**src/rtl/seq_detector_prog_pkg.sv**
```systemverilog
// Shared definitions for the programmable serial pattern detector.
//   DEF_PAT_5 : reset-default 5-bit pattern (MSB is the first bit received)
//   prog_w()  : width needed to hold a prefix length of 0..pat_len
//   sat_inc() : saturating increment, capped at max
package seq_detector_prog_pkg;

  localparam logic [4:0] DEF_PAT_5 = 5'b10110;

  function automatic int unsigned prog_w(input int unsigned pat_len);
    return $clog2(pat_len + 1);
  endfunction

  function automatic logic [31:0] sat_inc(input logic [31:0] val, input logic [31:0] max);
    return (val >= max) ? max : val + 32'd1;
  endfunction

endpackage

```
**src/rtl/seq_detector_prog_prefix_matcher.sv**
```systemverilog
// Combinational prefix matcher: length of the longest pattern prefix that the
// newest bits of the history currently match.
//   i_hist     : received bits, newest in bit 0
//   i_pat      : pattern, MSB is the first bit of the sequence
//   i_fill     : number of valid bits in i_hist
//   o_progress : largest k <= i_fill with i_hist[k-1:0] == i_pat[MSB -: k]
module seq_detector_prog_prefix_matcher
  import seq_detector_prog_pkg::*;
#(
  parameter int unsigned PAT_LEN = 5,
  parameter int unsigned PW      = prog_w(PAT_LEN)
) (
  input  logic [PAT_LEN-1:0] i_hist,
  input  logic [PAT_LEN-1:0] i_pat,
  input  logic [PW-1:0]      i_fill,
  output logic [PW-1:0]      o_progress
);

  logic w_eq;

  // Ascending scan; a later hit overrides, so the largest matching k wins.
  always_comb begin
    o_progress = '0;
    w_eq       = 1'b0;
    for (int k = 1; k <= int'(PAT_LEN); k++) begin
      w_eq = (k <= int'(i_fill));
      for (int j = 0; j < k; j++) begin
        if (i_hist[j] != i_pat[int'(PAT_LEN) - k + j]) w_eq = 1'b0;
      end
      if (w_eq) o_progress = PW'(k);
    end
  end

endmodule

```
**src/rtl/seq_detector_prog.sv**
```systemverilog
// Programmable serial bit-pattern detector with a registered (Moore) match flag.
//   clk, rst_n  : rising-edge clock, synchronous active-low reset
//   en, in      : serial bit and its valid qualifier
//   overlap     : 1 = overlapping detection, 0 = restart after each match
//   pat_load    : load pat_in (MSB first) and flush the history
//   cnt_clr     : clear match_count (wins over a coinciding match)
//   out         : match flag, held until the next accepted bit
//   progress    : matched prefix length
//   match_count : saturating count of matches
module seq_detector_prog
  import seq_detector_prog_pkg::*;
#(
  parameter int unsigned            PAT_LEN = 5,
  parameter logic [PAT_LEN-1:0]     DEF_PAT = PAT_LEN'(DEF_PAT_5),
  parameter int unsigned            CNT_W   = 8
) (
  input  logic                        clk,
  input  logic                        rst_n,
  input  logic                        en,
  input  logic                        in,
  input  logic                        overlap,
  input  logic                        pat_load,
  input  logic [PAT_LEN-1:0]          pat_in,
  input  logic                        cnt_clr,
  output logic                        out,
  output logic [prog_w(PAT_LEN)-1:0]  progress,
  output logic [CNT_W-1:0]            match_count
);

  localparam int unsigned   PW      = prog_w(PAT_LEN);
  localparam logic [PW-1:0] FULL    = PW'(PAT_LEN);
  localparam logic [31:0]   CNT_MAX = 32'((64'd1 << CNT_W) - 64'd1);

  logic [PAT_LEN-1:0] r_pat;
  logic [PAT_LEN-1:0] r_hist;
  logic [PW-1:0]      r_fill;
  logic               r_out;
  logic [CNT_W-1:0]   r_cnt;

  logic [PAT_LEN-1:0] w_hist_nxt;
  logic [PW-1:0]      w_base_fill;
  logic [PW-1:0]      w_fill_nxt;
  logic               w_out_nxt;

  // Next state for an accepted bit. In non-overlap mode a standing match
  // discards the history, so the next match needs a full fresh pattern.
  always_comb begin
    w_base_fill = (r_out && !overlap) ? '0 : r_fill;
    w_fill_nxt  = (w_base_fill >= FULL) ? FULL : w_base_fill + PW'(1);
    w_hist_nxt  = {r_hist[PAT_LEN-2:0], in};
    w_out_nxt   = (w_fill_nxt == FULL) && (w_hist_nxt == r_pat);
  end

  always_ff @(posedge clk) begin
    if (!rst_n) begin
      r_pat  <= DEF_PAT;
      r_hist <= '0;
      r_fill <= '0;
      r_out  <= 1'b0;
      r_cnt  <= '0;
    end else begin
      // A load takes priority and drops this cycle's bit.
      if (pat_load) begin
        r_pat  <= pat_in;
        r_hist <= '0;
        r_fill <= '0;
        r_out  <= 1'b0;
      end else if (en) begin
        r_hist <= w_hist_nxt;
        r_fill <= w_fill_nxt;
        r_out  <= w_out_nxt;
      end

      if (cnt_clr) begin
        r_cnt <= '0;
      end else if (!pat_load && en && w_out_nxt) begin
        r_cnt <= CNT_W'(sat_inc(32'(r_cnt), CNT_MAX));
      end
    end
  end

  seq_detector_prog_prefix_matcher #(
    .PAT_LEN (PAT_LEN),
    .PW      (PW)
  ) u_prefix_matcher (
    .i_hist     (r_hist),
    .i_pat      (r_pat),
    .i_fill     (r_fill),
    .o_progress (progress)
  );

  assign out         = r_out;
  assign match_count = r_cnt;

endmodule

```
**config.mk**
```make
export PLATFORM = sky130hd
export DESIGN_NAME = seq_detector_prog
export DESIGN_NICKNAME = d
export VERILOG_FILES = /design/src/rtl/seq_detector_prog_pkg.sv /design/src/rtl/seq_detector_prog_prefix_matcher.sv /design/src/rtl/seq_detector_prog.sv
export SDC_FILE = /design/constraint.sdc
export NUM_CORES = 1
export LEC_CHECK = 0
export CORE_AREA = 3 3 57 59
export CTS_BUF_LIST = sky130_fd_sc_hd__clkbuf_8
export DETAILED_ROUTE_END_ITERATION = 12
export DIE_AREA = 0 0 60 62
export GPL_ROUTABILITY_DRIVEN = 0
export GPL_TIMING_DRIVEN = 0
export PLACE_DENSITY_LB_ADDON = 0.3
export SKIP_LAST_GASP = 1
export SYNTH_ARGS = -nofsm -noshare
export SYNTH_HDL_FRONTEND = slang
export SYNTH_SLANG_ARGS = --single-unit
```
**constraint.sdc**
```tcl
create_clock -name clk -period 1.5 [get_ports clk]
set_clock_uncertainty 0.1 [all_clocks]
set_input_delay 0.225 -clock clk [delete_from_list [all_inputs] [get_ports clk]]
set_output_delay 0.225 -clock clk [all_outputs]
set_load 0.02 [all_outputs]
```
# After elaboration in Yosys (flattened, before gate mapping)
# Cells that the tools add are included.
# totals
inputBits,12
regBits,22
# classes
reduce_logical,8
eq_ne,17
muxes,23
add_sub_neg,2
bitwise,1
magnitude_cmp,7
# op_table
op,count
$mux 1,16
$ne 1x1->1,15
$mux 3,4
$add 8x1->8 const B,1
$ge 8x8->1 const B,1
$mux 8,1
$le 2x3->1 const A,2
$le 3x3->1 const A,2
$eq 5x5->1,1
$logic_and 1x1->1,4
$mux 2,2
$reduce_or 2->1,2
$add 3x1->3 const B,1
$eq 3x3->1 const B,1
$ge 3x3->1 const B,1
$le 1x3->1 const A,1
$logic_not 1->1,2
$not 1->1,1

# Longest topological paths before layout
# logic_depth
ltp_word,8
mapped_depth,7

# Hierarchy
# A second synthesis with hierarchy kept.
# hier_totals
cells_unflattened,151
area_unflattened_um2,1385.1
# by_module_without_submodules
mod,instances,cells_each,seq_area_each_um2,area_each_um2
seq_detector_prog,1,117,440.4,1141.1
seq_detector_prog_prefix_matcher,1,34,0.0,244.0

# Worst setup path before layout
# Ideal clock, no wire load.
# synth_path
kind,register to register
startpoint,"register r_out, in the netlist out"
endpoint,register r_fill[1]
period_less_slack_ns,1.730
slack_ns,-0.230
arrival_ns,1.565
n_path_buf,0
stages_incl_launch_ff,8
required_ns,1.335
cell_sequence,dfxtp_1 nand2b_2 and2_1 ha_1 or3_1 a31oi_1 mux2i_1 nor2_1
# synth_via
elab_chain_cells,4
elab_cells_between_ends,5
cone_classes,1 x add/sub; 1 x order compare; 2 x mux; 1 x reduce/logical
# synth_lines
item,line,rtl
from (decl),seq_detector_prog.sv:37,logic r_out;
from (signal assigned),seq_detector_prog.sv:71,r_out <= w_out_nxt;
$logic_and 1x1->1 (*),seq_detector_prog.sv:48,w_base_fill = (r_out && !overlap) ? '0 : r_fill;
$mux 3 (*),seq_detector_prog.sv:48,
$add 3x1->3 or $ge 3x3->1 (tied branches),seq_detector_prog.sv:49,w_fill_nxt = (w_base_fill >= FULL) ? FULL : w_base_fill + PW'(1);
$mux 3 (*),seq_detector_prog.sv:49,
to (signal assigned),seq_detector_prog.sv:70,r_fill <= w_fill_nxt;
to (decl),seq_detector_prog.sv:36,logic [PW-1:0] r_fill;
# Every way passes the cells marked *; elsewhere a longest branch is shown, timed or not.
# A chain may end at the register's enable or synchronous reset.

# Final worst setup path
# layout_path
startpoint,register r_fill[1]
endpoint,output port progress[0]
# layout_via
elab_chain_cells,7
elab_cells_between_ends,25
cone_classes,5 x order compare; 20 x mux
# layout_lines
item,line,rtl
"$le 1x3->1, or another cell as far along",seq_detector_prog_prefix_matcher.sv:26,w_eq = (k <= int'(i_fill));
$mux 1,seq_detector_prog_prefix_matcher.sv:28,if (i_hist[j] != i_pat[int'(PAT_LEN) - k + j]) w_eq = 1'b0;
$mux 1 (on tied branches),"seq_detector_prog_prefix_matcher.sv:30, seq_detector_prog_prefix_matcher.sv:28",
$mux 2 or $mux 1 (tied branches) (2 in series),"seq_detector_prog_prefix_matcher.sv:30, seq_detector_prog_prefix_matcher.sv:28",
$mux 3 or $mux 1 (tied branches),"seq_detector_prog_prefix_matcher.sv:30, seq_detector_prog_prefix_matcher.sv:28",
$mux 3 (*),seq_detector_prog_prefix_matcher.sv:30,if (w_eq) o_progress = PW'(k);
to (decl),seq_detector_prog.sv:26,"output logic [prog_w(PAT_LEN)-1:0] progress,"
# Marked as above.

==> out/results.ini <==
[timing]
drv_slew=0
finalHoldViolCount=0
worst_slew_pin_slew_ps=486
tns_ps=-2750
finalSetupViolations=13
period_share=1.29
finalWorstSetupSlack_ps=-432
fin_crit_ps=1930
slew_headroom=0.676
fmax_mhz=517
rsz0062_at_grt=yes

[synthesis]
yosysSeqAreaShare=0.336
ys_warn_count=0
synthFlopType=dfxtp_1
syn-cell-area_um2=1310
synth_fp_nets=154
syn_area_per_cell_um2=9.44
synthCells=139
synth-edff-count=0
async_reset_ff_frac=0
synth_seq_cells=22
yosysUniqueCellTypes=47

[global_route]
busiest_layer=met2
gr-total-overflow=0
grt_use_met3=0.0310
track_usage=0.176
grt_use_met1=0.221
antenna_found_initial=0
grt_pass1_vias=1100
grt_start_max_net_pins=13
grt_pass1_wl_um=4910
met2_usage=0.293

[clock_tree]
cts_buffer_depth=2
cts_root_buf=clkbuf_8
cts-htree-levels=1
clk_latency_ps=260
path_clk_slew_ps=80
cts_made_buffers=3
clkSinkCount=22
ctsHoldBuffers=0
cts_tree=yes

[route]
routed_wirelength_um=3130
drc=0
ant_nets=0
via_per_inst=5.64
dr.pass1.iters=5
wire_per_inst_um=15.0
vias=1179
drt_iter0_markers=48

[pwr]
combPwrFrac=0.136
switching_power_w=0.000275
pwr-share-clk=0.332
powerDensity_nw_per_um2=597
p_int_w=0.000849
swShare=0.245
p_leak_nw=0.791
p_seq_frac=0.532
max-vdd-ir-drop_v=0.000533

[cells_and_area]
mostFrequentLayoutCell=buf_4
drive_gt1_frac=0.427
area_growth_pct=43.6
nets=194
antennaDiodeCount=0
fill_cells=224
mostFrequentLayoutCells=14 x buf_4, 11 x nor2_1, 11 x mux2i_1, 11 x dlygate4sd2_1

[floorplanning]
core_um2=2760
die_y_um=62
io_pins=24
dieArea_um2=3720
initial_utilization=0.476
fp.dieW_um=60
row_count=19

[worst_setup_path]
cp.arrival_ps=1610
cp-end-kind=primary output
cp-start-kind=register
crit_fanout=4
path_class=reg2out
worstPathRequired_ps=1170
r2r_slack_ps=-240

[status]
outcome=finished with violations
violations=setup timing

[placed_design]
port_buffers=22
dp_hpwl_um=2150
dp_slack_ps=-662

[worst_hold_path]
hold_path_class=in2reg

[flow_run]
maxCapViolations=0

-- routing by layer --
layer | vias up | routed length, µm
li1 | 578 | -
met1 | 573 | 1450
met2 | 24 | 1550
met3 | 4 | 107
met4 | 0 | 25
met5 | - | 0
-- sequential cells by signal, summed over array words and instances, names as in the netlist --
| name | cells |
|---|---|
| r_pat | 5 |
| out | 1 |
| r_fill | 3 |
| r_hist | 5 |
| match_count | 8 |
-- worst max-delay path, cell delays in order (launching register included) --
cell and delay, ps:
dfxtp_4 360, or2_4 260, a211o_1 260, a2bb2oi_1 160, o21ai_1 100, nand2_2 90, buf_6 120
-- final timing paths --
path,from,end,depth (start not counted)
max,r_fill[1]$_SDFFE_PP0P_,progress[0],6
min reg2reg,match_count[0]$_SDFFE_PP0P_,match_count[0]$_SDFFE_PP0P_,1
min,pat_load,r_pat[1]$_SDFFE_PN1P_,3
max reg2reg,r_pat[2]$_SDFFE_PN1P_,match_count[7]$_SDFFE_PP0P_,7
-- final cells by class --
type | count | area, µm² | share of cell area
tap | 31 | 38.8 | 0.0206
multi-input combinational | 102 | 895 | 0.475
clock buffer | 3 | 41.3 | 0.0219
clock inverter | 1 | 3.75 | 0.00199
sequential | 22 | 479 | 0.254
timing repair buffer | 38 | 338 | 0.179
inverter | 4 | 15.0 | 0.00797
buffer | 8 | 73.8 | 0.0392
-- metrics by stage --
step	util	total power, W	area, µm²	hold WS, ps	instances
2_1_floorplan	-	0.000706	1380	187	139
4_1_cts	0.635	0.00114	1750	123	198
3_3_place_gp	0.595	0.000749	1640	367	192
3_5_place_dp	0.595	0.000756	1640	371	192
6_report	0.683	0.00112	1880	136	209
5_1_grt	0.683	0.00117	1880	143	209
-- cells by family after synthesis --
| kind of cell | after synthesis | synth area share |
|---|---|---|
| adder cells (fa/ha/maj) | 3 | 0.0286 |
| multiplexers | 11 | 0.0839 |
| flip-flops | 22 | 0.336 |
| AND/OR/NAND/NOR | 47 | 0.210 |
| buffers and inverters | 15 | 0.0867 |
| AO/OA/AOI/OAI | 26 | 0.155 |
| XOR/XNOR | 15 | 0.100 |
-- cells in the mapped netlist, types with 2 or more instances --
cell,number,area [µm²]
a211oi_1,4,30.0
a21oi_1,4,20.0
a311oi_1,3,26.3
a31oi_1,3,18.8
and2_2,2,15.0
and3_1,2,12.5
buf_6,6,67.6
clkbuf_1,2,7.51
dfxtp_1,22,440
ha_1,3,37.5
inv_1,4,15.0
mux2i_1,11,110
nand2_1,6,22.5
nand2b_1,2,12.5
nand3_1,5,25.0
nor2_1,12,45.0
nor2_2,2,12.5
nor2b_1,2,12.5
nor4_1,2,12.5
o22ai_1,2,12.5
xnor2_1,4,35.0
xor2_1,11,96.3
-- power groups by stage --
stage	Sequential, W	Clock (W)	Combinational [W]
after detailed placement	0.000615	0	0.000141
after global placement	0.000614	0	0.000135
after global routing	0.000599	0.000407	0.000165
after CTS	0.000600	0.000397	0.000144
after floorplan	0.000612	0	0.0000942
final	0.000598	0.000374	0.000153
-- timing repair --
item	in CTS	in global routing
gates resized for setup	49	13
pin swaps	11	10
endpoints found under the hold margin	0	0
buffers inserted	5	11
endpoints found under the setup margin	25	13
Note: power is estimated with default switching activity, not from simulation.
